[config.mk]
export PLATFORM = sky130hd
export DESIGN_NAME = mem_access_stage
export DESIGN_NICKNAME = d
export VERILOG_FILES = /design/src/rtl/mem_access_stage.sv
export SDC_FILE = /design/constraint.sdc
export NUM_CORES = 1
export LEC_CHECK = 0
export ABC_AREA = 1
export BUFFER_PORTS_ARGS = -buffer_cell sky130_fd_sc_hd__buf_2
export CORE_AREA = 2 2 162 164
export CTS_CLUSTER_SIZE = 12
export DETAILED_ROUTE_END_ITERATION = 7
export DIE_AREA = 0 0 164 166
export HOLD_SLACK_MARGIN = 0.12
export RECOVER_POWER = 25
export REMOVE_ABC_BUFFERS = 1
export SLEW_MARGIN = 20
export SYNTH_ARGS = -nofsm -noshare
export SYNTH_HDL_FRONTEND = slang
export SYNTH_SLANG_ARGS = --single-unit
[constraint.sdc]
create_clock -name cpu_clk_50M -period 1.55 [get_ports cpu_clk_50M]
set_clock_uncertainty 0.1 [all_clocks]
set_input_delay 0.155 -clock cpu_clk_50M [delete_from_list [all_inputs] [get_ports cpu_clk_50M]]
set_output_delay 0.155 -clock cpu_clk_50M [all_outputs]
set_load 0.01 [all_outputs]
[src/rtl/mem_access_stage.sv]
// mem_access_stage: pipeline MEM stage with a single-outstanding data memory
// access FSM. A memory op holds EX/MEM (stall_o) from the IDLE cycle it is
// seen until the access completes. MEM/WB then loads the instruction together
// with the captured read data.
// Optional feature macro: MEM_ALIGN_CHECK_EN. When defined, a misaligned LW/SW
// raises exc_o for one cycle instead of accessing memory.
//
// state | meaning
// ------+------------------------------------------------------------
// IDLE  | no access outstanding; a memory op on the inputs starts one
// BUSY  | request on the memory port, waiting for dm_ack_i
// DONE  | read data captured; MEM/WB loads the instruction next edge
module mem_access_stage (
    input  logic        cpu_clk_50M,
    input  logic        cpu_rst_n,
    input  logic [2:0]  mem_op_i,
    input  logic [31:0] mem_addr_i,
    input  logic [31:0] mem_sdata_i,
    input  logic [4:0]  mem_wa_i,
    input  logic        mem_wreg_i,
    input  logic        mem_whilo_i,
    input  logic [31:0] mem_dreg_i,
    input  logic [63:0] mem_dhilo_i,
    output logic        dm_req_o,
    output logic [3:0]  dm_we_o,
    output logic [31:0] dm_addr_o,
    output logic [31:0] dm_din_o,
    input  logic [31:0] dm_rdata_i,
    input  logic        dm_ack_i,
    output logic [4:0]  wb_wa_o,
    output logic        wb_wreg_o,
    output logic        wb_whilo_o,
    output logic        wb_mreg_o,
    output logic [31:0] wb_dreg_o,
    output logic [63:0] wb_dhilo_o,
    output logic [3:0]  wb_dre_o,
    output logic [31:0] wb_dm_o,
    output logic        stall_o,
    output logic        exc_o
);

    localparam logic [2:0] OP_LB = 3'b001;
    localparam logic [2:0] OP_LW = 3'b010;
    localparam logic [2:0] OP_SB = 3'b011;
    localparam logic [2:0] OP_SW = 3'b100;

    typedef enum logic [1:0] {IDLE, BUSY, DONE} state_t;

    state_t      state;
    logic [31:0] load_reg;

    logic        is_lb, is_lw, is_sb, is_sw;
    logic        is_load, is_store, is_mem;
    logic        misalign;
    logic        start;
    logic [3:0]  lane_onehot;
    logic [3:0]  req_we;
    logic [31:0] req_din;
    logic [3:0]  load_dre;

    assign is_lb    = (mem_op_i == OP_LB);
    assign is_lw    = (mem_op_i == OP_LW);
    assign is_sb    = (mem_op_i == OP_SB);
    assign is_sw    = (mem_op_i == OP_SW);
    assign is_load  = is_lb | is_lw;
    assign is_store = is_sb | is_sw;
    assign is_mem   = is_load | is_store;

`ifdef MEM_ALIGN_CHECK_EN
    assign misalign = (is_lw | is_sw) && (mem_addr_i[1:0] != 2'b00);
`else
    assign misalign = 1'b0;
    assign exc_o    = 1'b0;
`endif

    assign start   = (state == IDLE) && is_mem && !misalign;
    assign stall_o = cpu_rst_n && (start || (state == BUSY));

    // Byte-lane decode: lane n carries byte offset n of the word.
    always_comb begin
        lane_onehot = 4'b0001 << mem_addr_i[1:0];
        req_we      = 4'b0000;
        req_din     = 32'h0;
        load_dre    = 4'b0000;
        if (is_sb) begin
            req_we  = lane_onehot;
            req_din = {4{mem_sdata_i[7:0]}};
        end else if (is_sw) begin
            req_we  = 4'b1111;
            req_din = {mem_sdata_i[7:0], mem_sdata_i[15:8],
                       mem_sdata_i[23:16], mem_sdata_i[31:24]};
        end
        if (is_lb)
            load_dre = lane_onehot;
        else if (is_lw)
            load_dre = 4'b1111;
    end

    // Access FSM, memory request registers and MEM/WB register.
    always_ff @(posedge cpu_clk_50M) begin
        if (!cpu_rst_n) begin
            state      <= IDLE;
            load_reg   <= 32'h0;
            dm_req_o   <= 1'b0;
            dm_we_o    <= 4'b0000;
            dm_addr_o  <= 32'h0;
            dm_din_o   <= 32'h0;
            wb_wa_o    <= 5'd0;
            wb_wreg_o  <= 1'b0;
            wb_whilo_o <= 1'b0;
            wb_mreg_o  <= 1'b0;
            wb_dreg_o  <= 32'h0;
            wb_dhilo_o <= 64'h0;
            wb_dre_o   <= 4'b0000;
            wb_dm_o    <= 32'h0;
`ifdef MEM_ALIGN_CHECK_EN
            exc_o      <= 1'b0;
`endif
        end else begin
`ifdef MEM_ALIGN_CHECK_EN
            exc_o <= (state == IDLE) && misalign;
`endif
            case (state)
                IDLE: begin
                    if (start) begin
                        dm_req_o  <= 1'b1;
                        dm_we_o   <= req_we;
                        dm_addr_o <= {mem_addr_i[31:2], 2'b00};
                        dm_din_o  <= req_din;
                        state     <= BUSY;
                    end
                end
                BUSY: begin
                    if (dm_ack_i) begin
                        load_reg  <= dm_rdata_i;
                        dm_req_o  <= 1'b0;
                        dm_we_o   <= 4'b0000;
                        dm_addr_o <= 32'h0;
                        dm_din_o  <= 32'h0;
                        state     <= DONE;
                    end
                end
                DONE: begin
                    state <= IDLE;
                end
                default: begin
                    state <= IDLE;
                end
            endcase

            // Stalled edges and rejected accesses insert a bubble; DONE
            // retires the memory op; anything else in IDLE flows straight through.
            if (stall_o || ((state == IDLE) && misalign)) begin
                wb_wa_o    <= 5'd0;
                wb_wreg_o  <= 1'b0;
                wb_whilo_o <= 1'b0;
                wb_mreg_o  <= 1'b0;
                wb_dreg_o  <= 32'h0;
                wb_dhilo_o <= 64'h0;
                wb_dre_o   <= 4'b0000;
                wb_dm_o    <= 32'h0;
            end else if (state == DONE) begin
                wb_wa_o    <= mem_wa_i;
                wb_wreg_o  <= is_load ? mem_wreg_i : 1'b0;
                wb_whilo_o <= mem_whilo_i;
                wb_mreg_o  <= is_load;
                wb_dreg_o  <= mem_dreg_i;
                wb_dhilo_o <= mem_dhilo_i;
                wb_dre_o   <= load_dre;
                wb_dm_o    <= load_reg;
            end else begin
                wb_wa_o    <= mem_wa_i;
                wb_wreg_o  <= mem_wreg_i;
                wb_whilo_o <= mem_whilo_i;
                wb_mreg_o  <= 1'b0;
                wb_dreg_o  <= mem_dreg_i;
                wb_dhilo_o <= mem_dhilo_i;
                wb_dre_o   <= 4'b0000;
                wb_dm_o    <= 32'h0;
            end
        end
    end

endmodule

==> metrics <==
Distinct cells, synth 22; Longest Clk Path Bufs 3; nets 1,861; commonest cells after routing, fill and taps aside buf_2 (330), dfxtp_1 (239), nor2_1 (206); wire per inst 16.5 µm; post-synthesis area per instance 8.05 µm²; RSZ-0062 raised after global routing true; Largest register FFs 64; Final Cycle Share 1.14; Critical Path End Type output port; PD cells 1130 nW/µm²; Critical Path RT 1290 ps; Worst Path Buf+Inv 3; Fill cells 2,175; final WL 33,000 µm; clk sink count 241; largest area contributor in the netlist dfxtp_1; Die Y 166 µm; Detail Route Antenna Nets 0; yosys warns 0; Startpoint Class flop; critical path arrival 1520 ps; die area 27,200 µm²; max cap viols 0; Crit Path Class reg -> out; area share of the largest cell type after synthesis 0.595; total CTS buffers 26; Reg area 4830 µm²; max incr delay on CP 360 ps; synth top area cells dfxtp_1 (59%), nor2_1 (10%), inv_1 (7.0%); share of cells above drive strength 1 0.308; violated checks negative setup slack; fmax 564 MHz; DR vias 9,116; initial antenna violation count 1; DR DRC count 0; VDD IR max 943 µV; HP Class in -> reg; CTS root buffer clkbuf_16; leakage dissipation 7.04 nW; Setup-failing EPs final 8; kind of cell adding the most delay to the critical path buffers and inverters; most common cell after layout, fill and taps aside buf_2; Cell Area, Placed 10,800 µm²; clk_lat worst skew 530 ps; run status complete, but fails checks; area delta synth->final 77.0%; Core Box Area 25,600 µm²; post-route cell area 14,400 µm²; CTS tree done; Die X-Extent 164 µm; Syn Inst Count 1,007; Tmin final 1770 ps; Total GRT Usage 0.216; row count 59; initial drt markers 670; Critical-path top delay cell dfxtp_4; Synth Cell Area 8110 µm²; initial core utilization 0.317; Place WS -185 ps; total power 16.3 mW; vias in the first global route 8,943; critical path cell sequence nor2_4 > buf_6 > o21ai_4 > buf_6 > a21oi_2 > buf_2; grt total ovfl 0; crit path setup slack, layout -223 ps; combined area of the multi-input logic cells 2790 µm²; largest net degree at the start of global routing 60; DR pass1 iterations 5; Ports 416; first-pass GRT wire length 46,700 µm; htree depth 1; CP most frequent cell buf_6; Slew Viols, Final 0; Worst-path clk slew 60 ps; #FFs+latches synth 241; GP Congestion 0.857; Final Hold Fails 0; IO Port Bufs 412; Vias/cell 4.54; HPWL Detailed 19,600 µm; critical path fanouts, max 2; Largest Register wb_dhilo_o; sequential share of the synthesized area 0.595
-- logic make-up (layout without fill, tap and decap cells) --
family | Yosys count | in the layout | share of synthesized area
AO/OA/AOI/OAI | 126 | 126 | 0.0785
buffers and inverters | 214 | 876 | 0.109
flip-flops | 241 | 241 | 0.595
other | 1 | 4 | 0.000462
AND/OR/NAND/NOR | 425 | 425 | 0.217
-- stage by stage --
step,cells,utilization,hold WS [ps],TNS (ps)
2_1_floorplan,948,-,167,-432470
3_3_place_gp,1739,0.420,266,-7350
3_5_place_dp,1739,0.420,272,-9830
4_1_cts,1992,0.537,141,-236
5_1_grt,2007,0.560,191,-3000
6_report,2007,0.560,149,-334
-- worst paths after layout --
check,from,to,slack (ps),cells past startpoint
setup reg to reg,state[1],dm_addr_o[15],-60,8
hold reg to reg,load_reg[27],wb_dm_o[27],340,2
hold / removal,cpu_rst_n,wb_dre_o[0],150,5
setup / recovery,state[1],stall_o,-220,6
-- timing repair --
| action | in CTS | in global routing |
|---|---|---|
| hold buffers | 205 | 0 |
| pin swaps | 3 | 4 |
| gates resized for setup | 21 | 134 |
| cloned | 0 | 9 |
| endpoints found under the hold margin | 207 | 0 |
| setup buffers | 6 | 7 |
| endpoints found under the setup margin | 125 | 96 |
-- cell type report --
| type | instances | share of cell area |
|---|---|---|
| Antenna cell | 1 | 0.000174 |
| Clock buffer | 38 | 0.0548 |
| Timing Repair Buffer | 680 | 0.339 |
| Multi-Input combinational cell | 554 | 0.194 |
| Clock inverter | 5 | 0.00523 |
| Inverter | 153 | 0.0404 |
| Tap cell | 335 | 0.0292 |
| Sequential cell | 241 | 0.337 |
-- cell usage after synthesis --
library cell and number:
nand3b_1 19, nor2_2 2, buf_1 6, clkbuf_1 35
buf_4 4, o211ai_1 1, o21ai_0 40, nor2_1 223
buf_2 9, nand2_1 123, dfxtp_1 241, nand3_2 1
inv_1 151, a21oi_1 84, nand3b_2 1, clkinv_1 1
conb_1 1, o21ai_2 1, buf_6 7, nand3_1 55
inv_2 1, nor2_4 1
-- layer usage --
layer / global-route usage / vias to the layer above / routed length [µm]
met5: 0 / - / 0
met2: 0.392 / 476 / 16700
met4: 0.113 / 0 / 1820
li1: - / 4347 / -
met1: 0.231 / 4192 / 11900
met3: 0.0490 / 101 / 2650
-- worst min-delay path, delay by kind of cell --
family                 cells  cell delay [ps]
buffers and inverters      2              270
AND/OR/NAND/NOR            2              240
AO/OA/AOI/OAI              1               60
-- power breakdown --
| part | switching (mW) | total [mW] | leakage (nW) | internal (mW) |
|---|---|---|---|---|
| clock | 2.49 | 6.30 | 0.428 | 3.81 |
| combinational | 1.67 | 3.15 | 4.64 | 1.48 |
| sequential | 0.172 | 6.82 | 1.98 | 6.64 |
No activity file was read; power rests on OpenSTA's default activity.
